## config.mk

```make
export PLATFORM = sky130hd
export DESIGN_NAME = ifetch
export DESIGN_NICKNAME = d
export VERILOG_FILES = /design/src/rtl/ifetch_pkg.sv /design/src/rtl/ifetch_icache.sv /design/src/rtl/ifetch.sv
export SDC_FILE = /design/constraint.sdc
export NUM_CORES = 1
export LEC_CHECK = 0
export CORE_UTILIZATION = 53
export DETAILED_ROUTE_END_ITERATION = 7
export PLACE_DENSITY = 0.91
export SETUP_SLACK_MARGIN = 0.02
export SYNTH_ARGS = -nofsm -noshare
export SYNTH_HDL_FRONTEND = slang
export SYNTH_SLANG_ARGS = --single-unit
export TNS_END_PERCENT = 30
```

## constraint.sdc

```tcl
create_clock -name clk -period 4.4 [get_ports clk]
set_input_delay 0.44 -clock clk [delete_from_list [all_inputs] [get_ports clk]]
set_output_delay 0.44 -clock clk [all_outputs]
set_load 0.01 [all_outputs]
```

## src/rtl/ifetch_pkg.sv

```systemverilog
// Shared configuration for the instruction fetch stage: bus widths, PC step,
// fetch FSM encodings and memory-controller read/write constants.
package ifetch_pkg;

    localparam int unsigned AddrBus    = 32;
    localparam int unsigned InstBus    = 32;
    localparam int unsigned IcacheIdxW = 8;
    localparam int unsigned PCStep     = 4;

    localparam logic Read  = 1'b0;
    localparam logic Write = 1'b1;

    typedef enum logic [1:0] {
        StIdle  = 2'd0,
        StWait  = 2'd1,
        StIssue = 2'd2,
        StDrain = 2'd3
    } fetch_state_e;

endpackage

```

## src/rtl/ifetch_icache.sv

```systemverilog
// Direct-mapped, one-word-per-line instruction cache with combinational lookup
// and synchronous fill. Only instantiated when ICACHE_EN is defined.
module ifetch_icache #(
    parameter int unsigned IdxW  = 8,
    parameter int unsigned AddrW = 32,
    parameter int unsigned InstW = 32
) (
    input  logic             clk,
    input  logic             rst,
    input  logic [AddrW-1:0] lookup_addr_i,
    output logic             hit_o,
    output logic [InstW-1:0] rdata_o,
    input  logic             fill_en_i,
    input  logic [AddrW-1:0] fill_addr_i,
    input  logic [InstW-1:0] fill_data_i
);

    localparam int unsigned Lines = 1 << IdxW;
    localparam int unsigned TagW  = AddrW - IdxW - 2;

    logic [Lines-1:0] valid_q;
    logic [TagW-1:0]  tag_q  [Lines];
    logic [InstW-1:0] data_q [Lines];

    logic [IdxW-1:0] lk_idx, fill_idx;
    logic [TagW-1:0] lk_tag, fill_tag;

    assign lk_idx   = lookup_addr_i[IdxW+1:2];
    assign lk_tag   = lookup_addr_i[AddrW-1:IdxW+2];
    assign fill_idx = fill_addr_i[IdxW+1:2];
    assign fill_tag = fill_addr_i[AddrW-1:IdxW+2];

    assign hit_o   = valid_q[lk_idx] && (tag_q[lk_idx] == lk_tag);
    assign rdata_o = data_q[lk_idx];

    // Byte offset is always zero for word fetches.
    logic unused_offset;
    assign unused_offset = ^{lookup_addr_i[1:0], fill_addr_i[1:0]};

    always_ff @(posedge clk) begin
        if (rst) begin
            valid_q <= '0;
        end else if (fill_en_i) begin
            valid_q[fill_idx] <= 1'b1;
        end
    end

    always_ff @(posedge clk) begin
        if (fill_en_i) begin
            tag_q[fill_idx]  <= fill_tag;
            data_q[fill_idx] <= fill_data_i;
        end
    end

endmodule

```

## src/rtl/ifetch.sv

```systemverilog
// Instruction fetch stage: holds the PC, issues one word fetch at a time to the
// memory controller and delivers {pc, inst} to the instruction queue.
// Define ICACHE_EN to add the direct-mapped instruction cache in front of memory.
module ifetch
    import ifetch_pkg::*;
#(
    parameter int unsigned ICACHE_IDX_W = IcacheIdxW,
    parameter int unsigned ADDR_W       = AddrBus,
    parameter int unsigned INST_W       = InstBus
) (
    input  logic              clk,
    input  logic              rst,
    input  logic              rdy,
    output logic              mc_req_o,
    output logic [ADDR_W-1:0] mc_addr_o,
    input  logic              mc_done_i,
    input  logic [INST_W-1:0] mc_inst_i,
    input  logic              iq_full_i,
    output logic              iq_valid_o,
    output logic [INST_W-1:0] iq_inst_o,
    output logic [ADDR_W-1:0] iq_pc_o,
    input  logic              redirect_i,
    input  logic [ADDR_W-1:0] redirect_pc_i
);

    fetch_state_e      state_q, state_d;
    logic [ADDR_W-1:0] pc_q, pc_d;
    logic [INST_W-1:0] hold_q, hold_d;
    logic              mc_req_q, mc_req_d;
    logic [ADDR_W-1:0] mc_addr_q, mc_addr_d;
    logic              iq_valid_q, iq_valid_d;
    logic [INST_W-1:0] iq_inst_q, iq_inst_d;
    logic [ADDR_W-1:0] iq_pc_q, iq_pc_d;

    logic              cache_hit;
    logic [INST_W-1:0] cache_data;
    logic [ADDR_W-1:0] pc_next;
    logic [ADDR_W-1:0] redirect_target;

    assign pc_next         = pc_q + ADDR_W'(PCStep);
    assign redirect_target = {redirect_pc_i[ADDR_W-1:2], 2'b00};

    logic unused_redirect_lsb;
    assign unused_redirect_lsb = ^redirect_pc_i[1:0];

`ifdef ICACHE_EN
    logic fill_en;

    // Every returned word is filled, including discarded ones: it is correct for its address.
    assign fill_en = rdy && mc_done_i && ((state_q == StWait) || (state_q == StDrain));

    ifetch_icache #(
        .IdxW (ICACHE_IDX_W),
        .AddrW(ADDR_W),
        .InstW(INST_W)
    ) u_icache (
        .clk          (clk),
        .rst          (rst),
        .lookup_addr_i(pc_q),
        .hit_o        (cache_hit),
        .rdata_o      (cache_data),
        .fill_en_i    (fill_en),
        .fill_addr_i  (mc_addr_q),
        .fill_data_i  (mc_inst_i)
    );
`else
    assign cache_hit  = 1'b0;
    assign cache_data = '0;
`endif

    always_comb begin
        state_d    = state_q;
        pc_d       = pc_q;
        hold_d     = hold_q;
        mc_req_d   = mc_req_q;
        mc_addr_d  = mc_addr_q;
        iq_valid_d = 1'b0;
        iq_inst_d  = iq_inst_q;
        iq_pc_d    = iq_pc_q;

        if (rdy) begin
            if (redirect_i) begin
                pc_d = redirect_target;
                unique case (state_q)
                    // The controller cannot abort: an outstanding fetch must drain first.
                    StWait, StDrain: begin
                        if (mc_done_i) begin
                            mc_req_d = 1'b0;
                            state_d  = StIdle;
                        end else begin
                            state_d  = StDrain;
                        end
                    end
                    default: state_d = StIdle;
                endcase
            end else begin
                unique case (state_q)
                    StIdle: begin
                        if (cache_hit) begin
                            if (!iq_full_i) begin
                                iq_valid_d = 1'b1;
                                iq_inst_d  = cache_data;
                                iq_pc_d    = pc_q;
                                pc_d       = pc_next;
                            end
                        end else begin
                            mc_req_d  = 1'b1;
                            mc_addr_d = pc_q;
                            state_d   = StWait;
                        end
                    end
                    StWait: begin
                        if (mc_done_i) begin
                            hold_d   = mc_inst_i;
                            mc_req_d = 1'b0;
                            state_d  = StIssue;
                        end
                    end
                    StIssue: begin
                        if (!iq_full_i) begin
                            iq_valid_d = 1'b1;
                            iq_inst_d  = hold_q;
                            iq_pc_d    = pc_q;
                            pc_d       = pc_next;
                            state_d    = StIdle;
                        end
                    end
                    StDrain: begin
                        if (mc_done_i) begin
                            mc_req_d = 1'b0;
                            state_d  = StIdle;
                        end
                    end
                    default: state_d = StIdle;
                endcase
            end
        end
    end

    always_ff @(posedge clk) begin
        if (rst) begin
            state_q    <= StIdle;
            pc_q       <= '0;
            hold_q     <= '0;
            mc_req_q   <= 1'b0;
            mc_addr_q  <= '0;
            iq_valid_q <= 1'b0;
            iq_inst_q  <= '0;
            iq_pc_q    <= '0;
        end else begin
            state_q    <= state_d;
            pc_q       <= pc_d;
            hold_q     <= hold_d;
            mc_req_q   <= mc_req_d;
            mc_addr_q  <= mc_addr_d;
            iq_valid_q <= iq_valid_d;
            iq_inst_q  <= iq_inst_d;
            iq_pc_q    <= iq_pc_d;
        end
    end

    assign mc_req_o   = mc_req_q;
    assign mc_addr_o  = mc_addr_q;
    assign iq_valid_o = iq_valid_q;
    assign iq_inst_o  = iq_inst_q;
    assign iq_pc_o    = iq_pc_q;

endmodule
```

Word-level counts from Yosys, hierarchy flattened:

Cells that the tools add are included.

* reduce and logical (&&, ||, !) cells: 11
* bitwise operators: 4
* multiplexer cells: 15
* eq/ne operators: 8
* add/sub/neg operators: 1

Operator list (number)
* 32-bit two-way mux: 3
* 32-bit by 3-bit adder with 32-bit output (second input constant): 1
* 2-bit two-way mux: 6
* 4-bit AND reduction: 3
* 3-bit inequality test (second input constant): 3
* 3-bit AND reduction: 3
* 2-bit one-hot mux with 4 select lines: 1
* 2-bit equality test (second input constant): 2
* 1-bit two-way mux: 4
* 1-bit NOT: 4
* 2-bit nonzero test: 2
* 4-bit OR reduction: 1
* 2-bit by 1-bit equality test with 1-bit output (second input constant): 1
* 2-bit logical NOT: 1
* 2-bit by 1-bit inequality test with 1-bit output (second input constant): 1
* 2-bit inequality test (second input constant): 1
* 1-bit one-hot mux with 2 select lines: 1
* 2-bit OR reduction: 1

* output and inout port bits: 98
* bits in registers: 164
* bits of input ports: 70

Longest topological paths before layout:

Gate-level depths: netlist of the first run.

* word-level depth: 4
* gate-level depth with buffers: 8

Least setup slack after synthesis of the first run:

OpenSTA, ideal clock, no wires.

* path type: register to register
* start: reg pc_q[2]
* end: reg pc_q[20]
* clock period less this slack: 1.877 ns
* stages on the path, launching flop included: 7
* setup slack: 2.523 ns
* data arrival time: 1.773 ns
* data required time: 4.297 ns
* path through: dfxtp_1 -> ha_1 -> nand3_2 -> nor4_1 -> and4_1 -> nor3_1 -> a2111oi_2

* cells in the longest elaborated chain, start to end: 4

Ends and longest elaborated chain
* start, declared: line ifetch.sv:27 `logic [ADDR_W-1:0] pc_q, pc_d;`
* start signal, assigned: line ifetch.sv:152 `pc_q <= pc_d;`
* 32-bit by 3-bit adder with 32-bit output: line ifetch.sv:40 `assign pc_next = pc_q + ADDR_W'(PCStep);`
* 32-bit two-way mux: line ifetch.sv:120 `if (!iq_full_i) begin`
* 32-bit two-way mux: line ifetch.sv:97 `unique case (state_q)`
* 32-bit two-way mux: line ifetch.sv:82 `if (redirect_i) begin`

No other way between the ends. The select of a mux whose other input is x is not followed.
A chain may end at the register's enable or synchronous reset.

Final worst setup path of the first run:

* start: in redirect_i
* end: reg mc_addr_q[6] (netlist: mc_addr_o[6])

* cells in the longest elaborated chain, start to end: 2

Ends and longest elaborated chain
* start, declared: line ifetch.sv:22 `input logic redirect_i,`
* 1-bit NOT (no source line)
* 3-bit AND reduction (no source line)
* end signal, assigned: line ifetch.sv:155 `mc_addr_q <= mc_addr_d;`
* end, declared: line ifetch.sv:30 `logic [ADDR_W-1:0] mc_addr_q, mc_addr_d;`

No other way between the ends.

==> qor.yml, run 1 <==
clkLatencyLatePin_ps: 430
p_leak_uw: 0.00295
drive_gt1_share_pct: 6.28
cts-root-buf: "clkbuf_16"
die_area_um2: 12800
crit_fanout: 54
diodes: 0
async_flop_share_pct: 0
totalWireLength_mm: 17.6
drt-wirelength-per-cell_um: 15.5
ioPinCount: 168
numCtsBuffers: 17
synth-edff-count: 0
dr.pass1.iters: 5
fmax_mhz: 366
placed_cell_area_um2: 8130
ys_seq_area_share_pct: 48.3
cts_max_path_buffers: 2
port_buffers: 161
cts_sinks: 158
clk_pin_slew_ps: 60
power.density_nw_per_um2: 365
timing.rr.start: "state_q[1]"
dr.max_layer_used: "met4"
first_global_vias: 5726
outcome: "completed"
final_net_count: 1047
start_kind: "input port"
finClkSkew_ps: 7.25
gp_congestion: 0.875
ctsHoldBuffers: 0
avgSynthCellArea_um2: 7.67
overflow: 0
holdCritPathClass: "reg2reg"
drc: 0
met2RoutedLength_mm: 8.63
worst_pin_slew_ps: 1130
hold_viol: 0
crit_arrival_ps: 3070
required_ps: 4740
route.vias.total: 6430
drt_iter0_drc: 618
grt_setup_unrepaired: "no"
wl_met1_mm: 7.35
avgViaCountPerCell: 5.67
min_period_ps: 2730
cap_viol_max_count: 0
slew_violations: 0
synth.distinct_cells: 54
start_util_pct: 54.5
cts_setup_buffers: 0
instances_no_fill: 1135
min_from: "hold_q[11]"
startpoint: "redirect_i"
synth-seq-cells: 158
grt_usage_pct: 28.0
cts_resized: 0
fin_util_pct: 72.6
area_delta_synth_final_pct: 33.2
power.total_uw: 3180
synth_area_um2: 6550
slew_headroom_pct: 24.5
design_area_um2: 8730
setup_tns_ps: 0
detail-route-antenna-nets: 0
hpwlAfterDp_mm: 11.3
die_h_um: 113
wl_met3_mm: 1.16
cts_tree: "done"
setup_violations: 0
core_area_um2: 12000
grt_max_degree: 95
yosys_warnings: 0
die_width_um: 113
rows: 40
dp_cells: 1104
synthCells: 854
fin_crit_sh_pct: 62.0
grt_antenna_before_repair: 0
synth_ff_type: "dfxtp_1"
h-tree-depth: 4
critical_path_class: "in2reg"
end_kind: "flop"
grt_pass1_wl_mm: 28.3
vdd.ir_drop.worst_v: 0.000283
final timing paths:
check             endpoint  slack [ps]  depth (start not counted)
min          iq_inst_o[11]         450                          2
min reg2reg  iq_inst_o[11]         450                          2
max reg2reg  iq_inst_o[18]        1970                          5
max           mc_addr_o[6]        1670                          7
cell usage in the layout (no fill, tap or decap), types with 3 or more instances in the layout:
cell type / n
o311ai_0: 3
nand2b_1: 4
conb_1: 4
buf_4: 12
nand3_2: 3
nand3_1: 12
a21oi_1: 159
and3_1: 9
clkbuf_16: 17
clkdlybuf4s50_1: 159
a311oi_1: 3
a31oi_1: 3
clkinv_2: 3
nand2_1: 285
o21ai_0: 15
a21o_1: 5
nand4_1: 8
mux2i_1: 3
nor3_1: 12
or3_1: 10
nand3b_1: 3
nor2_1: 30
a211oi_1: 4
a22oi_1: 4
inv_1: 5
dfxtp_1: 158
clkbuf_8: 4
synthesized netlist by cell type, types with 2 or more instances:
cell	number	area, um2
a21oi_1	159	796
nand2_1	286	1070
o41ai_1	2	17.5
and2_1	3	18.8
nand4_1	8	50.1
nand3_2	3	30.0
o22ai_1	2	12.5
mux2i_1	3	30.0
and4_1	2	17.5
a31oi_1	3	18.8
nand3b_1	3	22.5
o31ai_1	2	15.0
nor4_4	2	42.5
a211oi_1	4	30.0
a21o_1	5	37.5
nor4_2	2	25.0
nand4_4	2	42.5
nor2_1	30	113
a311oi_1	3	26.3
inv_1	5	18.8
nand3_1	12	60.1
a22oi_1	4	30.0
a311o_1	2	20.0
dfxtp_1	158	3160
or3_1	10	62.6
buf_1	2	7.51
and3_1	9	56.3
clkbuf_1	46	173
buf_2	19	95.1
o311ai_0	3	26.3
nand2b_1	4	25.0
a22o_1	2	17.5
nor3_1	14	70.1
o221ai_1	2	17.5
buf_4	5	37.5
o21ai_0	15	75.1
flip-flops by register name (all words and copies together) (netlist names):
| name | flops |
|---|---|
| mc_addr_o | 30 |
| mc_req_o | 1 |
| iq_inst_o | 32 |
| hold_q | 32 |
| iq_pc_o | 30 |
| pc_q | 30 |
| iq_valid_o | 1 |
| state_q | 2 |
area by class of cell:
| type | count | area, um2 |
|---|---|---|
| Inverter | 5 | 18.8 |
| Tap cell | 147 | 184 |
| Multi-Input combinational cell | 622 | 3080 |
| Fill cell | 914 | 3290 |
| Sequential cell | 158 | 3160 |
| Timing Repair Buffer | 172 | 1690 |
| Clock inverter | 9 | 109 |
| Clock buffer | 22 | 484 |
cells by family after synthesis:
group / count (synthesis) / synth area share, %
AND/OR/NAND/NOR: 398 / 27.4
AO/OA/AOI/OAI: 215 / 18.4
flip-flops: 158 / 48.3
buffers and inverters: 77 / 5.06
multiplexers: 4 / 0.630
adder cells (fa/ha/maj): 1 / 0.191
other: 1 / 0.0573
report_power, final:
group          internal, uW  switching [uW]  leakage, uW
registers              1460            39.0      0.00128
logic                   107             118      0.00138
clock network           892             567     0.000292
through the flow:
stage               hold slack [ps]  setup slack (ps)
floorplan                       432              2520
global placement                436              1380
detailed placement              441              1290
CTS                             446              1750
global route                    465              1450
finish                          448              1670
metal layers:
metal / vias up / GRT usage [%]
met5: - / 0
met4: 0 / 12.5
met3: 44 / 7.45
met2: 254 / 46.0
met1: 3000 / 34.4
li1: 3132 / -
worst max-delay path, cell delays in order:
cell     delay (ps)
buf_2           710
inv_1           590
nand2_1         230
or3_1           480
buf_4           350
nand2_1          80
a21oi_1         160
No activity file was read; power rests on OpenSTA's default activity.
==> run 2: changes to the inputs <==
CORE_UTILIZATION = 49   (was 53)
PLACE_DENSITY = 0.85   (was 0.91)
clock period = 2.55 ns   (was 4.4 ns; I/O delays follow)
==> run 2 against run 1 <==
Total power rose by 82%; clock skew barely moved; sequential share of layout area fell by 0.95 points; clock power rose by 92%; non-clock buffer count rose by 13; sequential power rose by 72%; die area rose by 8.0%; final area rose by 2.7%; wire length rose by 0.44%.
==> qor.yml, run 2 (synthesis results as in run 1) <==
outcome: "completed"  # unchanged
core_area_um2: 12800  # was 12000 um2
max_stage_delay_ps: 540  # was 710 ps
ctsHoldBuffers: 0  # unchanged
die_area_um2: 13800  # was 12800 um2
setup_violations: 0  # unchanged
start_util_pct: 51.1  # was 54.5%
crit_fanout: 8  # was 54
crit_chain: "ha_1 -> nand3_2 -> nor4_4 -> nand3_2 -> or3_1 -> o211ai_1"  # was buf_2 -> inv_1 -> nand2_1 -> or3_1 -> buf_4 -> nand2_1 -> a21oi_1
cts_sinks: 158  # unchanged
timing.rr.start: "pc_q[2]"  # was state_q[1]
cpMostUsedCell: "nand3_2"  # was nand2_1
totalWireLength_mm: 17.7  # was 17.6 mm
crit_arrival_ps: 2620  # was 3070 ps
route.vias.total: 6420  # was 6430
cts_tree: "done"  # unchanged
grt_usage_pct: 26.4  # was 28.0%
end_kind: "flop"  # unchanged
hold_depth: 5  # was 2
drive_gt1_share_pct: 7.68  # was 6.28%
layout_common_cells: "nand2_1 (285), a21oi_1 (159), clkdlybuf4s50_1 (159), dfxtp_1 (158), nor2_1 (30)"  # unchanged
power.total_uw: 5790  # was 3180 uW
start_kind: "flop"  # was input port
final_net_count: 1060  # was 1047
numCtsBuffers: 17  # unchanged
cts_setup_buffers: 0  # unchanged
worst_pin_slew_ps: 688  # was 1130 ps
die_width_um: 118  # was 113 um
first_global_vias: 5902  # was 5726
setup_tns_ps: 0  # unchanged
power.density_nw_per_um2: 646  # was 365 nW/um2
p_leak_uw: 0.00305  # was 0.00295 uW
hold_viol: 0  # unchanged
slew_violations: 0  # unchanged
clk_pin_slew_ps: 60  # about the same
grt_setup_unrepaired: "no"  # unchanged
clkLatencyLatePin_ps: 420  # was 430 ps
cts_max_path_buffers: 2  # unchanged
gp_congestion: 0.891  # was 0.875
slew_headroom_pct: 54.1  # was 24.5%
hpwlAfterDp_mm: 11.5  # was 11.3 mm
cap_viol_max_count: 0  # unchanged
holdCritPathClass: "in2reg"  # was reg2reg
cp_slowest_cell: "dfxtp_1"  # was buf_2
fmax_mhz: 437
final_common_cell: "nand2_1"  # unchanged
cts-root-buf: "clkbuf_16"  # unchanged
h-tree-depth: 4  # unchanged
vdd.ir_drop.worst_v: 0.000466  # was 0.000283 V
required_ps: 2890  # was 4740 ps
reg2regPathDepth: 6  # was 5
drt-wirelength-per-cell_um: 15.1  # was 15.5 um
fin_crit_sh_pct: 89.7
grt_pass1_wl_mm: 29.3  # was 28.3 mm
min_period_ps: 2290
ioPinCount: 168  # unchanged
dr.pass1.iters: 7  # was 5
area_delta_synth_final_pct: 36.8  # was 33.2%
grt_max_degree: 95  # unchanged
port_buffers: 161  # unchanged
reg2reg_slack_ps: 260  # was 1970 ps
rows: 41  # was 40
drc: 0  # unchanged
overflow: 0  # unchanged
critical_path_class: "reg2reg"  # was in2reg
finClkSkew_ps: 7.08  # was 7.25 ps
hold_end: "state_q[1]"  # was iq_inst_o[11]
drt_iter0_drc: 512  # was 618
detail-route-antenna-nets: 0  # unchanged
grt_antenna_before_repair: 0  # unchanged
cts_resized: 0  # unchanged
min_from: "redirect_i"  # was hold_q[11]
diodes: 0  # unchanged
worstReg2RegEnd: "pc_q[28]"  # was iq_inst_o[18]
die_h_um: 118  # was 113 um
avgViaCountPerCell: 5.47  # was 5.67
## run 2: layer usage
metal / global-route usage (%) / routed length (um)
met5: 0 / 0
met1: 32.9 / 7540
met3: 6.54 / 1090
met2: 43.5 / 8670
met4: 10.7 / 423
## run 2: worst max-delay path, delay by kind of cell (launching register included)
family | cells | cell delay [ps]
AO/OA/AOI/OAI | 1 | 220
AND/OR/NAND/NOR | 4 | 1150
flip-flops | 1 | 540
adder cells (fa/ha/maj) | 1 | 300
## run 2: worst max path at each step
stage,start,endpoint,slack [ps],cells after the start
floorplan,pc_q[2],pc_q[20],670,6
global placement,pc_q[2],pc_q[28],400,6
CTS,pc_q[2],pc_q[28],290,6
detailed placement,pc_q[2],pc_q[28],330,6
finish,pc_q[2],pc_q[28],260,6
global route,pc_q[2],pc_q[28],160,6
## run 2: area by class of cell
class	count	area (um2)
Tap cell	172	215
Inverter	5	18.8
Fill cell	1011	3860
Multi-Input combinational cell	622	3080
Clock buffer	19	453
Sequential cell	158	3160
Clock inverter	13	209
Timing Repair Buffer	185	1820
## run 2: power by group
part / total (uW) / internal, uW / switching, uW
sequential: 2580 / 2510 / 69.4
clock: 2800 / 1790 / 1010
combinational: 403 / 197 / 205
## run 2: per-stage QoR
| stage | setup slack (ps) | hold slack [ps] | instance area, um2 | instances | utilization (%) |
|---|---|---|---|---|---|
| final | 262 | 313 | 8960 | 1174 | 69.9 |
| after global routing | 165 | 351 | 8960 | 1174 | 69.9 |
| after CTS | 295 | 300 | 8960 | 1174 | 69.9 |
| after detailed placement | 325 | 443 | 8300 | 1142 | 64.7 |
| after global placement | 395 | 437 | 8300 | 1142 | 64.7 |
| after floorplan | 673 | 391 | 6560 | 857 | - |
